==> src/rtl/multicycle_control_if.sv <==
// Signal bundle between the multi-cycle control FSM (slave) and the datapath
// that feeds it opcode/flags and consumes its mux selects and enables (master).
interface multicycle_control_if #(
  parameter int CNT_W = 32
);
  logic             start_i;
  logic [5:0]       Op_i;
  logic             Zero_i;
  logic             MemAck_i;

  logic             PCWrite_o;
  logic             IRWrite_o;
  logic             IorD_o;
  logic             MemRead_o;
  logic             MemWrite_o;
  logic             ALUSrcA_o;
  logic [1:0]       ALUSrcB_o;
  logic [1:0]       ALUOp_o;
  logic [1:0]       PCSource_o;
  logic             RegWrite_o;
  logic [1:0]       RegDst_o;
  logic [1:0]       MemToReg_o;
  logic             IllegalOp_o;
  logic             Hang_o;
  logic [3:0]       State_o;
  logic [CNT_W-1:0] Retired_o;

  modport master (
    output start_i, Op_i, Zero_i, MemAck_i,
    input  PCWrite_o, IRWrite_o, IorD_o, MemRead_o, MemWrite_o,
           ALUSrcA_o, ALUSrcB_o, ALUOp_o, PCSource_o,
           RegWrite_o, RegDst_o, MemToReg_o,
           IllegalOp_o, Hang_o, State_o, Retired_o
  );

  modport slave (
    input  start_i, Op_i, Zero_i, MemAck_i,
    output PCWrite_o, IRWrite_o, IorD_o, MemRead_o, MemWrite_o,
           ALUSrcA_o, ALUSrcB_o, ALUOp_o, PCSource_o,
           RegWrite_o, RegDst_o, MemToReg_o,
           IllegalOp_o, Hang_o, State_o, Retired_o
  );
endinterface

==> src/rtl/multicycle_control.sv <==
// Multi-cycle MIPS control FSM: fetch/decode/execute/memory/write-back sequencing,
// jal, memory handshake with timeout, sticky error flags and a retired counter.
module multicycle_control #(
  parameter int TIMEOUT    = 16,
  parameter bit ENABLE_JAL = 1'b1,
  parameter int CNT_W      = 32
) (
  input  logic               clk_i,
  input  logic               rst_i,
  multicycle_control_if.slave bus
);

  typedef enum logic [3:0] {
    S_IDLE   = 4'd0,
    S_FETCH  = 4'd1,
    S_DECODE = 4'd2,
    S_MEMADR = 4'd3,
    S_MEMRD  = 4'd4,
    S_MEMWB  = 4'd5,
    S_MEMWR  = 4'd6,
    S_REX    = 4'd7,
    S_RWB    = 4'd8,
    S_IEX    = 4'd9,
    S_IWB    = 4'd10,
    S_BRANCH = 4'd11,
    S_JUMP   = 4'd12,
    S_HALT   = 4'd13
  } state_t;

  localparam logic [5:0] OP_RTYPE = 6'h00;
  localparam logic [5:0] OP_J     = 6'h02;
  localparam logic [5:0] OP_JAL   = 6'h03;
  localparam logic [5:0] OP_BEQ   = 6'h04;
  localparam logic [5:0] OP_ADDI  = 6'h08;
  localparam logic [5:0] OP_LW    = 6'h23;
  localparam logic [5:0] OP_SW    = 6'h2b;

  // The wait counter holds the number of ack-less cycles already spent, so the
  // last allowed cycle is seen with the counter at TIMEOUT-1.
  localparam int TMO_LAST = (TIMEOUT > 0) ? TIMEOUT - 1 : 0;
  localparam int WAIT_W   = (TMO_LAST < 1) ? 1 : $clog2(TMO_LAST + 1);

  typedef struct packed {
    logic       iord;
    logic       mem_read;
    logic       mem_write;
    logic       alu_src_a;
    logic [1:0] alu_src_b;
    logic [1:0] alu_op;
    logic [1:0] pc_source;
    logic       reg_write;
    logic [1:0] reg_dst;
    logic [1:0] mem_to_reg;
    logic       pc_write_jump;
  } ctrl_t;

  state_t            state_reg, state_next;
  ctrl_t             ctrl_reg, ctrl_next;
  logic [5:0]        op_reg, op_next;
  logic [WAIT_W-1:0] wait_cnt_reg;
  logic [CNT_W-1:0]  retired_reg;
  logic              illegal_reg;
  logic              hang_reg;
  logic              illegal_set;
  logic              retire;
  logic              wait_state;
  logic              timed_out;
  logic              ir_write;

  always_comb begin
    wait_state = (state_reg == S_FETCH) || (state_reg == S_MEMRD) || (state_reg == S_MEMWR);
    timed_out  = (TIMEOUT != 0) && wait_state && !bus.MemAck_i &&
                 (wait_cnt_reg == WAIT_W'(TMO_LAST));
  end

  always_comb begin
    state_next  = state_reg;
    op_next     = op_reg;
    illegal_set = 1'b0;
    retire      = 1'b0;
    case (state_reg)
      S_IDLE:   if (bus.start_i) state_next = S_FETCH;
      S_FETCH:  if (bus.MemAck_i) state_next = S_DECODE;
      S_DECODE: begin
        op_next = bus.Op_i;
        case (bus.Op_i)
          OP_RTYPE:     state_next = S_REX;
          OP_ADDI:      state_next = S_IEX;
          OP_LW, OP_SW: state_next = S_MEMADR;
          OP_BEQ:       state_next = S_BRANCH;
          OP_J:         state_next = S_JUMP;
          OP_JAL: begin
            if (ENABLE_JAL) begin
              state_next = S_JUMP;
            end else begin
              illegal_set = 1'b1;
              state_next  = S_FETCH;
            end
          end
          default: begin
            illegal_set = 1'b1;
            state_next  = S_FETCH;
          end
        endcase
      end
      S_MEMADR: state_next = (op_reg == OP_SW) ? S_MEMWR : S_MEMRD;
      S_MEMRD:  if (bus.MemAck_i) state_next = S_MEMWB;
      S_MEMWR: begin
        if (bus.MemAck_i) begin
          state_next = S_FETCH;
          retire     = 1'b1;
        end
      end
      S_REX:    state_next = S_RWB;
      S_IEX:    state_next = S_IWB;
      S_MEMWB, S_RWB, S_IWB, S_BRANCH, S_JUMP: begin
        state_next = S_FETCH;
        retire     = 1'b1;
      end
      S_HALT:   state_next = S_HALT;
      default:  state_next = S_IDLE;
    endcase
    // An ack in the final allowed cycle keeps timed_out low, so the ack wins.
    if (timed_out) state_next = S_HALT;
  end

  // Moore outputs are decoded from the upcoming state and registered with it.
  always_comb begin
    ctrl_next = '0;
    case (state_next)
      S_FETCH: begin
        ctrl_next.mem_read  = 1'b1;
        ctrl_next.alu_src_b = 2'b01;
      end
      S_DECODE: ctrl_next.alu_src_b = 2'b11;
      S_MEMADR, S_IEX: begin
        ctrl_next.alu_src_a = 1'b1;
        ctrl_next.alu_src_b = 2'b10;
      end
      S_MEMRD: begin
        ctrl_next.mem_read = 1'b1;
        ctrl_next.iord     = 1'b1;
      end
      S_MEMWB: begin
        ctrl_next.reg_write  = 1'b1;
        ctrl_next.mem_to_reg = 2'b01;
      end
      S_MEMWR: begin
        ctrl_next.mem_write = 1'b1;
        ctrl_next.iord      = 1'b1;
      end
      S_REX: begin
        ctrl_next.alu_src_a = 1'b1;
        ctrl_next.alu_op    = 2'b10;
      end
      S_RWB: begin
        ctrl_next.reg_write = 1'b1;
        ctrl_next.reg_dst   = 2'b01;
      end
      S_IWB: ctrl_next.reg_write = 1'b1;
      S_BRANCH: begin
        ctrl_next.alu_src_a = 1'b1;
        ctrl_next.alu_op    = 2'b01;
        ctrl_next.pc_source = 2'b01;
      end
      S_JUMP: begin
        ctrl_next.pc_source     = 2'b10;
        ctrl_next.pc_write_jump = 1'b1;
        if (op_next == OP_JAL) begin
          ctrl_next.reg_write  = 1'b1;
          ctrl_next.reg_dst    = 2'b10;
          ctrl_next.mem_to_reg = 2'b10;
        end
      end
      default: ctrl_next = '0;
    endcase
  end

  always_ff @(posedge clk_i or negedge rst_i) begin
    if (!rst_i) begin
      state_reg    <= S_IDLE;
      ctrl_reg     <= '0;
      op_reg       <= '0;
      wait_cnt_reg <= '0;
      retired_reg  <= '0;
      illegal_reg  <= 1'b0;
      hang_reg     <= 1'b0;
    end else begin
      state_reg <= state_next;
      ctrl_reg  <= ctrl_next;
      op_reg    <= op_next;
      if (state_next != state_reg) begin
        wait_cnt_reg <= '0;
      end else if (wait_state && !bus.MemAck_i && (TIMEOUT != 0)) begin
        wait_cnt_reg <= wait_cnt_reg + WAIT_W'(1);
      end
      if (retire)               retired_reg <= retired_reg + CNT_W'(1);
      if (illegal_set)          illegal_reg <= 1'b1;
      if (state_next == S_HALT) hang_reg    <= 1'b1;
    end
  end

  assign ir_write = (state_reg == S_FETCH) && bus.MemAck_i;

  assign bus.IRWrite_o   = ir_write;
  assign bus.PCWrite_o   = ir_write || ((state_reg == S_BRANCH) && bus.Zero_i) ||
                           ctrl_reg.pc_write_jump;
  assign bus.IorD_o      = ctrl_reg.iord;
  assign bus.MemRead_o   = ctrl_reg.mem_read;
  assign bus.MemWrite_o  = ctrl_reg.mem_write;
  assign bus.ALUSrcA_o   = ctrl_reg.alu_src_a;
  assign bus.ALUSrcB_o   = ctrl_reg.alu_src_b;
  assign bus.ALUOp_o     = ctrl_reg.alu_op;
  assign bus.PCSource_o  = ctrl_reg.pc_source;
  assign bus.RegWrite_o  = ctrl_reg.reg_write;
  assign bus.RegDst_o    = ctrl_reg.reg_dst;
  assign bus.MemToReg_o  = ctrl_reg.mem_to_reg;
  assign bus.IllegalOp_o = illegal_reg;
  assign bus.Hang_o      = hang_reg;
  assign bus.State_o     = state_reg;
  assign bus.Retired_o   = retired_reg;

endmodule

==> src/flat_wrapper.sv <==
// flat-port wrapper written by rule: the top's interface ports become plain ports
module multicycle_control_flat 
#(
  parameter int TIMEOUT    = 16,
  parameter bit ENABLE_JAL = 1'b1,
  parameter int CNT_W      = 32
)
  (clk_i, rst_i, bus_start_i, bus_Op_i, bus_Zero_i, bus_MemAck_i, bus_PCWrite_o, bus_IRWrite_o, bus_IorD_o, bus_MemRead_o, bus_MemWrite_o, bus_ALUSrcA_o, bus_ALUSrcB_o, bus_ALUOp_o, bus_PCSource_o, bus_RegWrite_o, bus_RegDst_o, bus_MemToReg_o, bus_IllegalOp_o, bus_Hang_o, bus_State_o, bus_Retired_o);
  multicycle_control_if #(.CNT_W(CNT_W)) bus_i ();
  input  logic clk_i;
  input  logic rst_i;
  input wire logic [$bits(bus_i.start_i)-1:0] bus_start_i;
  input wire logic [$bits(bus_i.Op_i)-1:0] bus_Op_i;
  input wire logic [$bits(bus_i.Zero_i)-1:0] bus_Zero_i;
  input wire logic [$bits(bus_i.MemAck_i)-1:0] bus_MemAck_i;
  output wire logic [$bits(bus_i.PCWrite_o)-1:0] bus_PCWrite_o;
  output wire logic [$bits(bus_i.IRWrite_o)-1:0] bus_IRWrite_o;
  output wire logic [$bits(bus_i.IorD_o)-1:0] bus_IorD_o;
  output wire logic [$bits(bus_i.MemRead_o)-1:0] bus_MemRead_o;
  output wire logic [$bits(bus_i.MemWrite_o)-1:0] bus_MemWrite_o;
  output wire logic [$bits(bus_i.ALUSrcA_o)-1:0] bus_ALUSrcA_o;
  output wire logic [$bits(bus_i.ALUSrcB_o)-1:0] bus_ALUSrcB_o;
  output wire logic [$bits(bus_i.ALUOp_o)-1:0] bus_ALUOp_o;
  output wire logic [$bits(bus_i.PCSource_o)-1:0] bus_PCSource_o;
  output wire logic [$bits(bus_i.RegWrite_o)-1:0] bus_RegWrite_o;
  output wire logic [$bits(bus_i.RegDst_o)-1:0] bus_RegDst_o;
  output wire logic [$bits(bus_i.MemToReg_o)-1:0] bus_MemToReg_o;
  output wire logic [$bits(bus_i.IllegalOp_o)-1:0] bus_IllegalOp_o;
  output wire logic [$bits(bus_i.Hang_o)-1:0] bus_Hang_o;
  output wire logic [$bits(bus_i.State_o)-1:0] bus_State_o;
  output wire logic [$bits(bus_i.Retired_o)-1:0] bus_Retired_o;
  assign bus_i.start_i = bus_start_i;
  assign bus_i.Op_i = bus_Op_i;
  assign bus_i.Zero_i = bus_Zero_i;
  assign bus_i.MemAck_i = bus_MemAck_i;
  assign bus_PCWrite_o = bus_i.PCWrite_o;
  assign bus_IRWrite_o = bus_i.IRWrite_o;
  assign bus_IorD_o = bus_i.IorD_o;
  assign bus_MemRead_o = bus_i.MemRead_o;
  assign bus_MemWrite_o = bus_i.MemWrite_o;
  assign bus_ALUSrcA_o = bus_i.ALUSrcA_o;
  assign bus_ALUSrcB_o = bus_i.ALUSrcB_o;
  assign bus_ALUOp_o = bus_i.ALUOp_o;
  assign bus_PCSource_o = bus_i.PCSource_o;
  assign bus_RegWrite_o = bus_i.RegWrite_o;
  assign bus_RegDst_o = bus_i.RegDst_o;
  assign bus_MemToReg_o = bus_i.MemToReg_o;
  assign bus_IllegalOp_o = bus_i.IllegalOp_o;
  assign bus_Hang_o = bus_i.Hang_o;
  assign bus_State_o = bus_i.State_o;
  assign bus_Retired_o = bus_i.Retired_o;
  multicycle_control #(.TIMEOUT(TIMEOUT), .ENABLE_JAL(ENABLE_JAL), .CNT_W(CNT_W)) u_core (.clk_i(clk_i), .rst_i(rst_i), .bus(bus_i));
endmodule
==> config.mk <==
export PLATFORM = sky130hd
export DESIGN_NAME = multicycle_control_flat
export DESIGN_NICKNAME = d
export VERILOG_FILES = /design/src/rtl/multicycle_control_if.sv /design/src/rtl/multicycle_control.sv /design/src/flat_wrapper.sv
export SDC_FILE = /design/constraint.sdc
export NUM_CORES = 1
export LEC_CHECK = 0
export ABC_AREA = 1
export CAP_MARGIN = 20
export CORE_ASPECT_RATIO = 0.75
export CORE_MARGIN = 2
export CORE_UTILIZATION = 35
export DETAILED_ROUTE_END_ITERATION = 10
export GPL_TIMING_DRIVEN = 0
export PLACE_DENSITY = 0.67
export SLEW_MARGIN = 20
export SYNTH_ARGS = -nofsm -noshare
export SYNTH_HDL_FRONTEND = slang
export SYNTH_SLANG_ARGS = --single-unit
==> constraint.sdc <==
create_clock -name clk_i -period 1.6 [get_ports clk_i]
set_input_delay 0.32 -clock clk_i [delete_from_list [all_inputs] [get_ports clk_i]]
set_output_delay 0.32 -clock clk_i [all_outputs]
set_load 0.05 [all_outputs]
After elaboration in Yosys (flattened, before gate mapping)
Cells that the tools add are included.
{"block": "classes", "add_sub_neg": 2, "eq_ne": 36, "mux": 27, "n_reduce_logical": 21}
{"cell": "4-bit == test (second input constant)", "count": 13}
{"cell": "4-bit one-hot mux with 10 select lines", "count": 1}
{"cell": "32-bit by 1-bit adder with 32-bit output (second input constant)", "count": 1}
{"cell": "4-bit by 3-bit == test with 1-bit output (second input constant)", "count": 8}
{"cell": "4-bit 2-to-1 mux", "count": 7}
{"cell": "4-bit one-hot mux with 5 select lines", "count": 1}
{"cell": "6-bit by 2-bit == test with 1-bit output (second input constant)", "count": 3}
{"cell": "6-bit == test (second input constant)", "count": 3}
{"cell": "4-bit by 2-bit == test with 1-bit output (second input constant)", "count": 4}
{"cell": "2-bit one-hot mux with 2 select lines", "count": 4}
{"cell": "2-bit OR reduction", "count": 5}
{"cell": "4-bit by 1-bit == test with 1-bit output (second input constant)", "count": 2}
{"cell": "1-bit 2-to-1 mux", "count": 8}
{"cell": "7-bit OR reduction", "count": 1}
{"cell": "6-bit by 3-bit == test with 1-bit output (second input constant)", "count": 1}
{"cell": "6-bit by 4-bit == test with 1-bit output (second input constant)", "count": 1}
{"cell": "6-bit zero test", "count": 1}
{"cell": "6-bit 2-to-1 mux", "count": 1}
{"cell": "2-bit one-hot mux with 3 select lines", "count": 1}
{"cell": "5-bit 2-to-1 mux", "count": 1}
{"cell": "5-bit OR reduction", "count": 1}
{"cell": "4-bit by 1-bit adder with 4-bit output (second input constant)", "count": 1}
{"cell": "1-bit logical AND", "count": 4}
{"cell": "4-bit zero test", "count": 1}
{"cell": "8 further kinds", "count": 12}
{"block": "totals", "regBits": 64, "input_bits": 11, "output_inout_bits": 55, "word_cells": 103}

Depth between registers and ports, before layout
{"block": "depth", "ltp_word": 9, "mapped_depth": 14, "mapped_depth_nobuf": 13}

Worst setup path before layout
No wires, ideal clock.
{"block": "synth_path", "kind": "flip-flop to flip-flop", "startpoint": "register u_core.state_reg[1], in the netlist u_core.bus.State_o[1]", "endpoint": "register u_core.retired_reg[17], in the netlist u_core.bus.Retired_o[17]", "setup_ns": 0.120, "t_arrival_ns": 1.798, "required_ns": 1.480, "slack_ns": -0.318, "stages_incl_launch_ff": 12, "n_path_buf": 0, "period_less_slack_ns": 1.918, "cell_sequence": "dfrtp_1 nand2_1 nor2_1 nand2_1 nand2_4 inv_4 nor2_8 nand4_4 nor2_4 nand2_1 nand2_1 nand2_1"}
{"block": "synth_via", "elab_chain_len": 3, "elab_cells_between_ends": 8, "cone_classes": "eq/ne: 6; mux: 1; reduce/logical: 1"}
{"element": "from (decl)", "line": "multicycle_control.sv:57", "text": "state_t state_reg, state_next;"}
{"element": "from (signal assigned)", "line": "multicycle_control.sv:189", "text": "state_reg <= state_next;"}
{"element": "4-bit by 3-bit == test with 1-bit output or 4-bit == test (tied branches)", "line": "multicycle_control.sv:81", "text": "case (state_reg)"}
{"element": "5-bit OR reduction", "line": "multicycle_control.sv:81"}
{"element": "1-bit one-hot mux with 2 select lines *", "line": "multicycle_control.sv:81"}
{"element": "to (signal assigned)", "line": "multicycle_control.sv:197", "text": "if (retire) retired_reg <= retired_reg + CNT_W'(1);"}
{"element": "to (decl)", "line": "multicycle_control.sv:61", "text": "logic [CNT_W-1:0] retired_reg;"}
Mark *: on every way between the ends. The rest lies on a longest branch, timed or not.
A chain may end at the register's enable or synchronous reset.

Worst setup path after layout
{"block": "layout_path", "startpoint": "register u_core.state_reg[2], in the netlist u_core.bus.State_o[2]", "endpoint": "register u_core.wait_cnt_reg[0]"}
{"block": "layout_via", "elab_chain_len": 8, "elab_cells_between_ends": 28, "cone_classes": "eq/ne: 14; mux: 7; reduce/logical: 7"}
{"element": "parallel branches: the longest is 5 deep, another holds 4-bit one-hot mux with 10 select lines"}
{"element": "4-bit 2-to-1 mux *", "line": "multicycle_control.sv:124", "text": "if (timed_out) state_next = S_HALT;"}
{"element": "net u_core.state_next[0]", "line": "multicycle_control.sv:57"}
{"element": "4-bit inequality test *", "line": "multicycle_control.sv:192", "text": "if (state_next != state_reg) begin"}
{"element": "4-bit 2-to-1 mux or 2-bit nonzero test (tied branches)"}
{"element": "to (signal assigned)", "line": "multicycle_control.sv:195", "text": "wait_cnt_reg <= wait_cnt_reg + WAIT_W'(1);"}
{"element": "to (decl)", "line": "multicycle_control.sv:60", "text": "logic [WAIT_W-1:0] wait_cnt_reg;"}
Mark *: on every way through the listed nets, which the timed path passes.

==> results.ini <==
[status]
status = finished with violations
violations = setup timing

[worst_setup_path]
critical_path_required_ns = 1.81
path_class = flop to flop
crit_buf_inv = 4
slowest_delay_ns = 0.40
path_common_cell = nor2_4
critical_path_arrival_ns = 2.09
crit_path_cell_trace = buf_6 -> nor2_4 -> inv_4 -> nor2_4 -> buf_6 -> nand2_8 -> buf_4 -> nand2_4 -> nor2_4 -> nand3_4 -> nand2_1 -> nand2_1 -> nor2_2 -> nand2_2 -> nor2_1
crit_slowest_cell = dfrtp_2
end_kind = flop
start_kind = flop
critPathMaxFanout = 6
critPathTopFamily = simple AND/OR/NAND/NOR gates

[route]
drt-initial-drc-count = 149
avgViaCountPerCell = 4.78
ant_nets = 0
wl_per_cell_um = 14.2
drt_wl_total_mm = 9.42
dr.pass1.iters = 4
vias = 3168
route.detailed.drc = 0

[die]
die-area_um2 = 10500
die_w_um = 118
dieHeight_um = 89.1
ios = 66
core_um2 = 9540
fp-row-count = 31
start_util_pct = 35.5

[final_layout]
syn_to_final_growth_pct = 54.5
largest_reg_flops = 32
final_util_pct = 54.8
drive_gt1_share_pct = 41.1
final_nets = 539
fillCellCount = 861
final_cell_area_um2 = 5230
diodes = 0
finalNonFillerCells = 663

[placement]
port-buffer-count = 65
dpl_cell_area_um2 = 4340
hpwl_mm = 6.24
placedCellCount = 599
place_ws_ns = -0.626
gp_congestion = 0.947

[pwr]
power_density_nw_per_um2 = 1560
seqPwrFrac_pct = 25.2
p_leak_nw = 2.64
clkPwrFrac_pct = 23.5
comb_power_share_pct = 51.2
p_sw_share_pct = 42.5
p_total_mw = 8.15
p_sw_mw = 3.47
p_int_mw = 4.68
irDropWorstVdd_mv = 0.588

[grt]
grt_pass1_wl_mm = 14.5
grt_max_degree = 41
grt_pass1_vias = 2944
antenna_found_initial = 0
grtUsageTotal_pct = 17.3
overflow = 0

[clock_tree]
clkSinkCount = 62
clock_latency_ns = 0.32
clk_pin_slew_ns = 0.05
cts_tree = yes
cts_max_path_buffers = 2
numCtsBuffers = 9
h-tree-depth = 3
clock-root-buffer = clkbuf_16

[synth]
synth_area_per_cell_um2 = 8.44
synth_nets = 414
yosysSeqAreaShare_pct = 45.9
yosys_warnings = 0
yosysTopAreaCellShare_pct = 45.9
synth_common_cells = nand2_1 (108), dfrtp_1 (62), nor2_1 (45)
async_flop_share_pct = 100
synth.most_common_cell = nand2_1
ys_types = 40
ys.flop_type = dfrtp_1
netlist_area_um2 = 3380
ys_ff_latch = 62
syn_inst = 401
synth_top_cell_by_area = dfrtp_1
yosys-top-cells-area = dfrtp_1 (46%), nand2_1 (12%), xor2_1 (5.4%)
synth_edf_count = 0

[sta]
tns_ns = -5.29
skew_ns = 0.00401
worst_pin_slew_ns = 0.501
max_freq_ghz = 0.533
fin_crit_sh_pct = 117
finalMaxSlewViolations = 0
fin_ws_ns = -0.275
hold_viol = 0
hold_ws_ns = 0.441
slew_headroom_pct = 66.7
rsz0062_at_grt = true
period_needed_ns = 1.88
setup_viol = 32

[flow_run]
drv_cap = 0

[worst_hold_path]
min_path_type = primary input to async pin

[layout by cell type, fill, tap and decap left out, drive strengths merged, types with 5 or more instances in the layout]
cell,count
buf,57
clkbuf,24
clkdlybuf4s15,17
clkdlybuf4s50,8
dfrtp,62
dlygate4sd2,23
inv,45
nand2,119
nand3,21
nand4,19
nor2,56
nor3,8
nor4,5
o21ai,9
xnor2,12
xor2,21
[timing repair]
action	CTS	global route
hold buffers	1	0
pin swaps	22	25
hold endpoints to repair	22	0
setup buffers	25	21
cloned	1	0
endpoints found under the setup margin	87	70
gates resized for setup	127	87
[layer usage]
layer | wire length (um) | up-vias | global-route usage, %
met5 | 0 | - | 0
met2 | 4400 | 78 | 26.5
met3 | 497 | 6 | 4.40
li1 | - | 1535 | -
met4 | 74 | 0 | 5.26
met1 | 4450 | 1549 | 24.3
[path summary, 6_finish.rpt]
kind                                       start                       end  slack, ns  cells after the start
setup / recovery           u_core.bus.State_o[2]    u_core.wait_cnt_reg[0]      -0.28                     15
hold / removal                             rst_i  u_core.bus.Retired_o[28]       0.44                      2
setup reg to reg           u_core.bus.State_o[2]    u_core.wait_cnt_reg[0]      -0.28                     15
hold reg to reg                u_core.bus.Hang_o         u_core.bus.Hang_o       0.48                      1
max in group asynchronous                  rst_i   u_core.bus.Retired_o[7]       0.63                      3
min in group clk_i             u_core.bus.Hang_o         u_core.bus.Hang_o       0.48                      1
[worst register-to-register path: cells and delay by family (launching register included)]
kind | cells | cell delay (ns)
DFF | 1 | 0.40
and+or+nand+nor | 11 | 0.89
buffers and inverters | 4 | 0.48
[kinds of logic (layout without fill, tap and decap cells)]
group	after synthesis	after routing	synth area share, %
and+or+nand+nor	237	237	35.5
DFF	62	62	45.9
adders and majority gates	2	2	0.740
muxes	1	1	0.296
buffers and inverters	50	180	6.21
AOI/OAI and AO/OA	16	16	2.88
xor gates and xnor gates	33	33	8.54
[final cells by class]
class	count	area [um2]	share of cell area (%)
multi-input combinational	289	1970	37.6
sequential	62	1580	30.3
timing repair buffer	114	983	18.8
clock buffer	12	246	4.71
inverter	46	198	3.78
tap	132	165	3.16
clock inverter	4	47.5	0.909
buffer	4	37.5	0.718
[power groups by stage]
stage | clock network, mW | logic, mW | registers (mW)
after CTS | 1.96 | 3.67 | 2.05
after global placement | 0 | 3.09 | 2.10
after detailed placement | 0 | 3.14 | 2.11
final | 1.92 | 4.18 | 2.06
after floorplan | 0 | 1.79 | 2.63
after global routing | 2.02 | 4.50 | 2.09
Note: power is estimated with default switching activity, not from simulation.
